File: config.mk
export PLATFORM = sky130hd
export DESIGN_NAME = dmem_access_ctrl_flat
export DESIGN_NICKNAME = d
export VERILOG_FILES = /design/src/rtl/dmem_access_ctrl_if.sv /design/src/rtl/dmem_access_ctrl.sv /design/src/flat_wrapper.sv
export SDC_FILE = /design/constraint.sdc
export NUM_CORES = 1
export LEC_CHECK = 0
export CAP_MARGIN = 30
export CORE_ASPECT_RATIO = 1.75
export CORE_MARGIN = 2
export CORE_UTILIZATION = 50
export CTS_BUF_LIST = sky130_fd_sc_hd__clkbuf_2
export CTS_CLUSTER_SIZE = 12
export DETAILED_ROUTE_END_ITERATION = 6
export DONT_BUFFER_PORTS = 1
export GPL_TIMING_DRIVEN = 0
export PLACE_DENSITY_LB_ADDON = 0.08
export REMOVE_ABC_BUFFERS = 1
export SYNTH_ARGS = -nofsm -noshare
export SYNTH_HDL_FRONTEND = slang
export SYNTH_SLANG_ARGS = --single-unit
File: constraint.sdc
create_clock -name clka -period 3.01 [get_ports clka]
set_input_delay 0.602 -clock clka [delete_from_list [all_inputs] [get_ports clka]]
set_output_delay 0.602 -clock clka [all_outputs]
set_load 0.05 [all_outputs]
File: src/rtl/dmem_access_ctrl_if.sv
// dmem_access_ctrl_if: bundles the datapath request/response handshake and
// the single-port Data_Memory port driven by dmem_access_ctrl.
//   master : the environment side (datapath plus the RAM's douta)
//   slave  : the controller side
interface dmem_access_ctrl_if #(
   parameter int ADDR_W = 4,
   parameter int DATA_W = 32
);
   logic              req_valid;
   logic              req_ready;
   logic              req_we;
   logic [ADDR_W-1:0] req_addr;
   logic [DATA_W-1:0] req_wdata;
   logic              rsp_valid;
   logic              rsp_ready;
   logic [DATA_W-1:0] rsp_rdata;
   logic              mem_wea;
   logic [ADDR_W-1:0] mem_addra;
   logic [DATA_W-1:0] mem_dina;
   logic [DATA_W-1:0] mem_douta;
   logic              busy;

   modport master (
      output req_valid, req_we, req_addr, req_wdata, rsp_ready, mem_douta,
      input  req_ready, rsp_valid, rsp_rdata, mem_wea, mem_addra, mem_dina, busy
   );

   modport slave (
      input  req_valid, req_we, req_addr, req_wdata, rsp_ready, mem_douta,
      output req_ready, rsp_valid, rsp_rdata, mem_wea, mem_addra, mem_dina, busy
   );
endinterface

File: src/rtl/dmem_access_ctrl.sv
// dmem_access_ctrl: initiator-side controller for the single-port Data_Memory
// block RAM. Accepts one load/store at a time over a valid/ready handshake,
// drives the RAM port from registers and returns load data on a valid/ready
// response channel. Synchronous active-low reset.
//
// Optional build macro DMEM_INIT_CLEAR_EN: after reset, sweep the whole RAM
// writing zeros before the first request is accepted.
//
// state | meaning
// ------+---------------------------------------------------------------
// CLEAR | post-reset zero sweep of the RAM (only with DMEM_INIT_CLEAR_EN)
// IDLE  | ready for a request
// WR    | store issued on the RAM port for one cycle
// RD    | load address presented to the RAM
// WAIT  | waiting out the RAM read latency (down-counter)
// RSP   | load data held on the response channel until rsp_ready
module dmem_access_ctrl #(
   parameter int ADDR_W   = 4,
   parameter int DATA_W   = 32,
   parameter int READ_LAT = 1
) (
   input  logic             clka,
   input  logic             rst_n,
   dmem_access_ctrl_if.slave bus
);

   typedef enum logic [2:0] {
      IDLE,
      WR,
      RD,
      WAIT,
      RSP
`ifdef DMEM_INIT_CLEAR_EN
      , CLEAR
`endif
   } state_t;

`ifdef DMEM_INIT_CLEAR_EN
   localparam state_t RST_STATE = CLEAR;
`else
   localparam state_t RST_STATE = IDLE;
`endif

   // WAIT lasts READ_LAT cycles: load READ_LAT-1 and leave on terminal count 0
   localparam logic [1:0] WAIT_INIT = 2'(READ_LAT - 1);

   state_t            state_q, state_d;
   logic              wea_q, wea_d;
   logic [ADDR_W-1:0] addra_q, addra_d;
   logic [DATA_W-1:0] dina_q, dina_d;
   logic              rsp_valid_q, rsp_valid_d;
   logic [DATA_W-1:0] rsp_rdata_q, rsp_rdata_d;
   logic [1:0]        wait_cnt_q, wait_cnt_d;

   // state register
   always_ff @(posedge clka) begin
      if (!rst_n) begin
         state_q <= RST_STATE;
      end else begin
         state_q <= state_d;
      end
   end

   // next-state and next values of the registered RAM port / response outputs
   always_comb begin
      state_d     = state_q;
      wea_d       = 1'b0;
      addra_d     = addra_q;
      dina_d      = dina_q;
      rsp_valid_d = rsp_valid_q;
      rsp_rdata_d = rsp_rdata_q;
      wait_cnt_d  = wait_cnt_q;
      case (state_q)
`ifdef DMEM_INIT_CLEAR_EN
         // first CLEAR cycle after reset has wea low; the sweep ends once the
         // top address has been written
         CLEAR: begin
            if (wea_q && (&addra_q)) begin
               state_d = IDLE;
            end else begin
               wea_d   = 1'b1;
               dina_d  = '0;
               addra_d = wea_q ? addra_q + ADDR_W'(1) : '0;
            end
         end
`endif
         IDLE: begin
            if (bus.req_valid) begin
               addra_d = bus.req_addr;
               if (bus.req_we) begin
                  wea_d   = 1'b1;
                  dina_d  = bus.req_wdata;
                  state_d = WR;
               end else begin
                  state_d = RD;
               end
            end
         end
         WR: begin
            state_d = IDLE;
         end
         RD: begin
            wait_cnt_d = WAIT_INIT;
            state_d    = WAIT;
         end
         WAIT: begin
            if (wait_cnt_q == 2'd0) begin
               rsp_rdata_d = bus.mem_douta;
               rsp_valid_d = 1'b1;
               state_d     = RSP;
            end else begin
               wait_cnt_d = wait_cnt_q - 2'd1;
            end
         end
         RSP: begin
            if (bus.rsp_ready) begin
               rsp_valid_d = 1'b0;
               state_d     = IDLE;
            end
         end
         default: begin
            state_d = IDLE;
         end
      endcase
   end

   // output and wait-counter registers
   always_ff @(posedge clka) begin
      if (!rst_n) begin
         wea_q       <= 1'b0;
         addra_q     <= '0;
         dina_q      <= '0;
         rsp_valid_q <= 1'b0;
         rsp_rdata_q <= '0;
         wait_cnt_q  <= 2'd0;
      end else begin
         wea_q       <= wea_d;
         addra_q     <= addra_d;
         dina_q      <= dina_d;
         rsp_valid_q <= rsp_valid_d;
         rsp_rdata_q <= rsp_rdata_d;
         wait_cnt_q  <= wait_cnt_d;
      end
   end

   assign bus.req_ready = (state_q == IDLE);
   assign bus.busy      = (state_q != IDLE);
   assign bus.mem_wea   = wea_q;
   assign bus.mem_addra = addra_q;
   assign bus.mem_dina  = dina_q;
   assign bus.rsp_valid = rsp_valid_q;
   assign bus.rsp_rdata = rsp_rdata_q;

endmodule
File: src/flat_wrapper.sv
// flat-port wrapper written by rule: the top's interface ports become plain ports
module dmem_access_ctrl_flat 
#(
   parameter int ADDR_W   = 4,
   parameter int DATA_W   = 32,
   parameter int READ_LAT = 1
)
  (clka, rst_n, bus_req_valid, bus_req_we, bus_req_addr, bus_req_wdata, bus_rsp_ready, bus_mem_douta, bus_req_ready, bus_rsp_valid, bus_rsp_rdata, bus_mem_wea, bus_mem_addra, bus_mem_dina, bus_busy);
  dmem_access_ctrl_if #(.ADDR_W(ADDR_W), .DATA_W(DATA_W)) bus_i ();
  input  logic clka;
  input  logic rst_n;
  input wire logic [$bits(bus_i.req_valid)-1:0] bus_req_valid;
  input wire logic [$bits(bus_i.req_we)-1:0] bus_req_we;
  input wire logic [$bits(bus_i.req_addr)-1:0] bus_req_addr;
  input wire logic [$bits(bus_i.req_wdata)-1:0] bus_req_wdata;
  input wire logic [$bits(bus_i.rsp_ready)-1:0] bus_rsp_ready;
  input wire logic [$bits(bus_i.mem_douta)-1:0] bus_mem_douta;
  output wire logic [$bits(bus_i.req_ready)-1:0] bus_req_ready;
  output wire logic [$bits(bus_i.rsp_valid)-1:0] bus_rsp_valid;
  output wire logic [$bits(bus_i.rsp_rdata)-1:0] bus_rsp_rdata;
  output wire logic [$bits(bus_i.mem_wea)-1:0] bus_mem_wea;
  output wire logic [$bits(bus_i.mem_addra)-1:0] bus_mem_addra;
  output wire logic [$bits(bus_i.mem_dina)-1:0] bus_mem_dina;
  output wire logic [$bits(bus_i.busy)-1:0] bus_busy;
  assign bus_i.req_valid = bus_req_valid;
  assign bus_i.req_we = bus_req_we;
  assign bus_i.req_addr = bus_req_addr;
  assign bus_i.req_wdata = bus_req_wdata;
  assign bus_i.rsp_ready = bus_rsp_ready;
  assign bus_i.mem_douta = bus_mem_douta;
  assign bus_req_ready = bus_i.req_ready;
  assign bus_rsp_valid = bus_i.rsp_valid;
  assign bus_rsp_rdata = bus_i.rsp_rdata;
  assign bus_mem_wea = bus_i.mem_wea;
  assign bus_mem_addra = bus_i.mem_addra;
  assign bus_mem_dina = bus_i.mem_dina;
  assign bus_busy = bus_i.busy;
  dmem_access_ctrl #(.ADDR_W(ADDR_W), .DATA_W(DATA_W), .READ_LAT(READ_LAT)) u_core (.clka(clka), .rst_n(rst_n), .bus(bus_i));
endmodule
## After elaboration in Yosys (flattened, before gate mapping)

Cells that the tools add are included.

- Add/sub/neg operators: 1
- Equality and inequality tests: 7
- Reduce and logical (&&, ||, !) cells: 12
- Multiplexer cells: 11

Operator list:

| cell | count |
|---|---|
| 3-bit one-hot mux with 4 select lines | 1 |
| 3-bit AND reduction | 4 |
| 3-bit 2-to-1 mux | 3 |
| 3-bit by 2-bit == test with 1-bit output (second input constant) | 2 |
| 2-bit != test (second input constant) | 3 |
| 2-bit AND reduction | 3 |
| 2-bit 2-to-1 mux | 2 |
| 2-bit one-hot mux with 2 select lines | 1 |
| 2-bit nonzero test | 2 |
| 3-bit == test (second input constant) | 1 |
| 3-bit zero test | 1 |
| 1-bit 2-to-1 mux | 3 |
| 3-bit nonzero test | 1 |
| 2-bit zero test | 1 |
| 2-bit by 1-bit != test with 1-bit output (second input constant) | 1 |
| 1-bit one-hot mux with 2 select lines | 1 |
| 2-bit by 1-bit subtractor with 2-bit output (second input constant) | 1 |

- Word-level logic and storage cells: 38
- Register bits: 75

## Longest topological paths before layout

Gate-level depths: netlist of run 1.

- Depth in word-level cells: 3
- Mapped depth: 7
- Gate-level depth less buffers: 5

## Worst setup path after synthesis of run 1

Ideal clock, no wire load.

- Path type: register to output
- Start: register u_core.state_q[2]
- End: output bus_req_ready
- Arrival time: 1.492 ns
- Stages on the path, launching flop included: 4
- Buffers on the path: 1
- Path slack: 0.916 ns
- Required time: 2.408 ns
- Cell sequence: dfxtp_1 buf_4 or3_1 inv_1

- Longest elaborated chain between the ends: 1

RTL lines:

| what | RTL line | RTL |
|---|---|---|
| start, declared | dmem_access_ctrl.sv:47 | `state_t state_q, state_d;` |
| start signal, assigned | dmem_access_ctrl.sv:60 | `state_q <= state_d;` |
| 3-bit zero test | dmem_access_ctrl.sv:146 | `assign bus.req_ready = (state_q == IDLE);` |
| end, declared | flat_wrapper.sv:18 | `output wire logic [$bits(bus_i.req_ready)-1:0] bus_req_ready;` |

Every way passes these cells.

## Worst setup path in the final report of run 1

Ends and elaborated chain as after synthesis.

==> impl_metrics.csv, run 1 <==
group,metric,value,unit
critical_path,criticalPathCategory,"reg2out",
grt,grt_pass1_vias,2057,
outcome,status,"complete, no violations",
timing,setup_tns,0,ns
timing,drv_slew,0,
min_path,hold_class,"in2reg",
layout,fin_area,3080,um^2
route,routedWlPerCell,14.4,um
power,powerDensity,585,nW/um^2
timing,fin_crit,2.63,ns
clocking,cts_resized,0,
floorplan,io_pins,145,
power,power,1.80,mW
route,detail_route.vias_per_cell,5.15,
timing,relSlewSlack,0.542,
timing,hold_violations,0,
layout,layout_commonest_cell,"nand2_1",
grt,antenna_found_initial,0,
critical_path,endpoint_kind,"output port",
grt,overflow,0,
layout,n_antenna_cell,0,
placed_design,place_congestion,0.639,
critical_path,cp_max_fo,12,
clocking,root_buffer,"clkbuf_2",
floorplan,die_w,63.2,um
layout,most-common-layout-cells,"130 x nand2_1, 75 x dfxtp_1, 36 x mux2i_1, 34 x a21boi_0, 10 x clkbuf_2",
timing,tightest_slew,0.678,ns
synthesis,synth-seq-cells,75,
route,route.detailed.drc,0,
placed_design,place_area,3010,um^2
synthesis,synth_top_cell_by_area,"dfxtp_1",
clocking,clk_latency,0.51,ns
min_path,hp-start,"bus_mem_douta[10]",
synthesis,avgSynthCellArea,9.10,um^2
clocking,cts_buffers,9,
critical_path,r2r_start,"u_core.state_q[2]",
grt,grt_usage,0.179,
flow_run,maxCapViolations,0,
grt,grt_pass1_wl,9380,um
synthesis,yosysWarnings,0,
timing,final-setup-viol-count,0,
critical_path,crit_required,2.41,ns
critical_path,start_kind,"flop",
timing,max_freq,381,MHz
critical_path,startpoint,"u_core.state_q[2]",
route,drt-initial-drc-count,88,
route,drt-total-wl,5870,um
layout,syn2layout_area_growth,0.449,%
floorplan,rows,37,
timing,rsz0062_at_grt,"no",
placed_design,portBuffers,0,
clocking,cts_buffer_depth,2,
floorplan,die_height,108,um
placed_design,dp_hpwl,4110,um
clocking,hold_buffers,0,
layout,drive_gt1_frac,0.0549,
timing,min_period_over_period,0.873,
route,drtAntennaViolNets,0,
synthesis,synth_top_cell_area_share,0.490,
floorplan,initial_core_util,0.517,
clocking,cts_setup_buffers,0,
layout,fillCellCount,597,
floorplan,die-area,6800,um^2
clocking,clkTransAtPathRegs,0.19,ns
clocking,cts_tree,"yes",
route,vias,2092,
layout,multi_input_area,1350,um^2
clocking,cts_sinks,75,
layout,register_area,1500,um^2
synthesis,ys_seq_area_frac,0.490,
synthesis,netlist_instances,337,
synthesis,syn_area,3070,um^2
synthesis,synth.area.top_cells,"dfxtp_1 49%, nand2_1 16%, mux2i_1 12%",
power,vdd_drop_max,0.358,mV
clocking,htreeDepth,3,
synthesis,synthDistinctLibCells,30,
floorplan,core,5930,um^2
power,leakage,1.09,nW
layout,fin_nets,398,
timing,finClkSkew,0.0211,ns
critical_path,arrival,2.03,ns
route,dr.pass1.iters,4,
grt,grt_max_degree,107,
power breakdown:
group          switching, mW  internal, mW  total [mW]  leakage, nW
sequential             0.188          1.04        1.23        0.609
combinational         0.0811        0.0703       0.151        0.424
clock                  0.324        0.0973       0.422       0.0541
cells by family (layout without fill, tap and decap cells):
logic type,after synthesis,after routing,share of synthesized area
simple gates,152,152,0.216
flops,75,75,0.490
compound gates,43,43,0.102
mux,36,36,0.118
buf+inv,30,21,0.0698
fa+ha+maj,1,1,0.00408
path summary, 6_finish.rpt:
kind	endpoint	slack, ns	cells past startpoint
setup / recovery	bus_req_ready	0.38	2
hold reg to reg	u_core.wait_cnt_q[1]	0.51	2
setup reg to reg	u_core.bus.mem_dina[12]	0.99	4
hold / removal	u_core.bus.rsp_rdata[10]	0.20	2
state kept, by name, indices dropped and copies added (netlist names):
signal,count
u_core.bus.rsp_valid,1
u_core.wait_cnt_q,2
u_core.bus.mem_addra,4
u_core.state_q,3
u_core.bus.mem_dina,32
u_core.bus.mem_wea,1
u_core.bus.rsp_rdata,32
synthesized netlist by cell type, drive strengths merged:
master / count
and2: 3
nand2: 130
nor4: 2
nor2b: 4
dfxtp: 75
o31ai: 1
nor4bb: 1
and3: 2
nor2: 1
nand4b: 1
dlygate4sd1: 5
a21oi: 1
inv: 4
o31a: 1
clkbuf: 8
o21ai: 3
ha: 1
o21a: 3
a21boi: 34
mux2i: 36
nor4b: 5
buf: 13
nand2b: 1
or3: 1
and4b: 1
through the flow:
step	utilization	hold WS [ns]	setup slack (ns)	cells
final	0.520	0.201	0.383	406
after global routing	0.520	0.148	0.258	406
after CTS	0.520	0.151	0.299	406
after detailed placement	0.508	0.491	0.919	391
after global placement	0.500	0.469	0.143	389
after floorplan	-	0.452	0.546	311
metal layers:
| metal | wire (um) | global-route usage | part of all wire |
|---|---|---|---|
| met5 | 0 | 0 | 0 |
| met2 | 2900 | 0.305 | 0.49 |
| met3 | 662 | 0.0816 | 0.11 |
| met4 | 100 | 0.0978 | 0.017 |
| met1 | 2200 | 0.179 | 0.38 |
critical path, cell delays in order, from the launching register on:
cell     delay [ns]
dfxtp_1        0.46
or3_1          0.65
inv_1          0.43
final cells by class:
| class | count | share of cell area |
|---|---|---|
| Sequential cell | 75 | 0.488 |
| Clock inverter | 5 | 0.00691 |
| Clock buffer | 10 | 0.0163 |
| Inverter | 4 | 0.00488 |
| Timing Repair Buffer | 2 | 0.0138 |
| Tap cell | 78 | 0.0317 |
| Multi-Input combinational cell | 232 | 0.439 |
No activity file was read; power rests on OpenSTA's default activity.
==> inputs of run 2 (changes only) <==
--- a/config.mk
+++ b/config.mk
@@ -16,6 +16,7 @@
 export GPL_TIMING_DRIVEN = 0
 export PLACE_DENSITY_LB_ADDON = 0.08
 export REMOVE_ABC_BUFFERS = 1
+export SKIP_CTS_REPAIR_TIMING = 1
 export SYNTH_ARGS = -nofsm -noshare
 export SYNTH_HDL_FRONTEND = slang
 export SYNTH_SLANG_ARGS = --single-unit
==> results of run 2 <==
Same layout as run 1: the final DEF is identical, and so are final timing and power.
==> inputs of run 3 (changes only) <==
--- a/config.mk
+++ b/config.mk
@@ -8,7 +8,7 @@
 export CAP_MARGIN = 30
 export CORE_ASPECT_RATIO = 1.75
 export CORE_MARGIN = 2
-export CORE_UTILIZATION = 50
+export CORE_UTILIZATION = 46
 export CTS_BUF_LIST = sky130_fd_sc_hd__clkbuf_2
 export CTS_CLUSTER_SIZE = 12
 export DETAILED_ROUTE_END_ITERATION = 6
==> constraint.sdc (replaced) <==
create_clock -name clka -period 2.4 [get_ports clka]
set_input_delay 0.48 -clock clka [delete_from_list [all_inputs] [get_ports clka]]
set_output_delay 0.48 -clock clka [all_outputs]
set_load 0.05 [all_outputs]
==> run 3 against run 2 <==
  * Register-to-register slack lost 0.68 ns
  * Hold slack lost 0.12 ns
  * Largest power group unchanged
  * Cell area grew 0.93%
  * Count of clock-buffer cells in the layout grew 1
==> impl_metrics.csv, run 3 (synthesized netlist as in run 1, its figures left out) <==
group,metric,value,unit
route,drtAntennaViolNets,0,
layout,fillCellCount,640,
timing,tightest_slew,0.838,ns
clocking,cts_buffer_depth,2,
route,detail_route.vias_per_cell,5.15,
critical_path,cp_max_fo,14,
critical_path,start_kind,"flop",
power,clkPwrFrac,0.270,
clocking,cts_sinks,75,
power,switching_share,0.314,
critical_path,crit_chain,"or3_4 -> clkinvlp_4",
clocking,clkTransAtPathRegs,0.19,ns
timing,drv_slew,0,
grt,grt_use_met3,0.0616,
critical_path,max_stage_delay,0.66,ns
route,dr.pass1.iters,6,
grt,use_met1,0.176,
floorplan,die_w,65.7,um
power,power,2.38,mW
layout,layout_commonest_cell,"nand2_1",
critical_path,r2r-end,"u_core.bus.rsp_rdata[18]",
placed_design,place_area,3000,um^2
route,drt-total-wl,5970,um
floorplan,rows,39,
floorplan,core,6490,um^2
placed_design,place_congestion,0.680,
grt,overflow,0,
clocking,root_buffer,"clkbuf_2",
timing,max_freq,445,MHz
power,pwr-share-seq,0.649,
flow_run,maxCapViolations,0,
placed_design,dp_hpwl,4020,um
layout,drive_gt1_frac,0.0640,
critical_path,criticalPathCategory,"reg2out",
grt,grtUsageMet2,0.270,
route,drt-initial-drc-count,104,
clocking,cts_buffers,9,
timing,final-setup-viol-count,0,
critical_path,endpoint_kind,"output port",
placed_design,dp.cells,395,
clocking,clk_latency,0.50,ns
timing,rsz0062_at_grt,"no",
layout,fin_nets,398,
route,route.detailed.drc,0,
grt,grt_pass1_vias,2051,
outcome,status,"complete, no violations",
grt,grt_max_degree,107,
layout,most-common-layout-cells,"130 x nand2_1, 75 x dfxtp_1, 36 x mux2i_1, 34 x a21boi_0, 11 x clkbuf_2",
clocking,htreeDepth,3,
route,vias,2113,
power,p_int,1.63,mW
critical_path,rr_worst_depth,4,
timing,min_period_over_period,0.937,
layout,n_antenna_cell,0,
min_path,worstHoldPathCells,2,
floorplan,initial_core_util,0.472,
power,switchingPower,746,uW
layout,syn2layout_area_growth,1.39,%
critical_path,r2r_start,"u_core.state_q[1]",
layout,multi_input_area,1360,um^2
critical_path,arrival,1.77,ns
critical_path,r2r_slack,0.31,ns
timing,relSlewSlack,0.438,
timing,finClkSkew,0.0127,ns
layout,register_area,1500,um^2
grt,grt_usage,0.165,
min_path,hold_end,"u_core.bus.mem_dina[19]",
min_path,hold_class,"in2reg",
critical_path,crit_slowest_cell,"dfxtp_1",
power,leakage,1.09,nW
route,routedWlPerCell,14.6,um
power,powerDensity,764,nW/um^2
timing,fin_crit,2.25,ns
grt,busiest_layer,"met2",
critical_path,crit_required,1.92,ns
layout,fin_area,3110,um^2
layout,final_cells,410,
grt,grt_pass1_wl,9440,um
timing,hold_violations,0,
grt,antenna_found_initial,0,
floorplan,io_pins,145,
floorplan,die_height,112,um
placed_design,portBuffers,0,
power,vdd_drop_max,0.415,mV
min_path,hp-start,"bus_req_wdata[19]",
floorplan,die-area,7360,um^2
power,pwr-share-comb,0.081,
clocking,cts_tree,"yes",
run 3: worst max-delay path by stage:
stage,start,to,cells past startpoint
detailed placement,u_core.state_q[1],u_core.bus.rsp_rdata[22],4
global placement,u_core.state_q[2],u_core.bus.mem_dina[26],3
global route,u_core.state_q[1],bus_req_ready,2
floorplan,u_core.state_q[2],u_core.bus.mem_dina[0],3
CTS,u_core.state_q[2],bus_req_ready,2
finish,u_core.state_q[1],bus_req_ready,2
run 3: final cells by class:
| class | instances | area share |
|---|---|---|
| repair buffers | 2 | 0.0101 |
| clock inverters | 4 | 0.0137 |
| inverters | 4 | 0.00604 |
| multi-input cells | 232 | 0.436 |
| clock buffers | 11 | 0.0177 |
| flip-flops and latches | 75 | 0.483 |
| well taps | 82 | 0.0330 |
run 3: routing by layer:
layer	wire length, um	up-vias
met5	0	-
met4	141	0
met3	616	12
met2	2890	97
met1	2320	931
li1	-	1073
run 3: power groups by stage:
stage	Combinational [mW]	Clock [mW]	Sequential [mW]
floorplan	0.164	0	1.55
global placement	0.183	0	1.57
finish	0.192	0.642	1.54
global route	0.214	0.723	1.55
CTS	0.190	0.681	1.54
detailed placement	0.190	0	1.57
run 3: worst max-delay path: cells and delay by family (launching register included):
| family | cells | cell delay, ns |
|---|---|---|
| simple gates | 1 | 0.33 |
| flops | 1 | 0.66 |
| buf+inv | 1 | 0.28 |
run 3: through the flow:
step                hold WS (ns)  setup TNS [ns]  setup WS, ns   util
floorplan                  0.452               0        0.0392      -
global placement           0.466          -13.95        -0.442  0.457
detailed placement         0.471               0         0.278  0.463
CTS                       0.0148          -0.192        -0.192  0.478
global route              0.0169               0        0.0356  0.479
finish                    0.0856               0         0.151  0.479
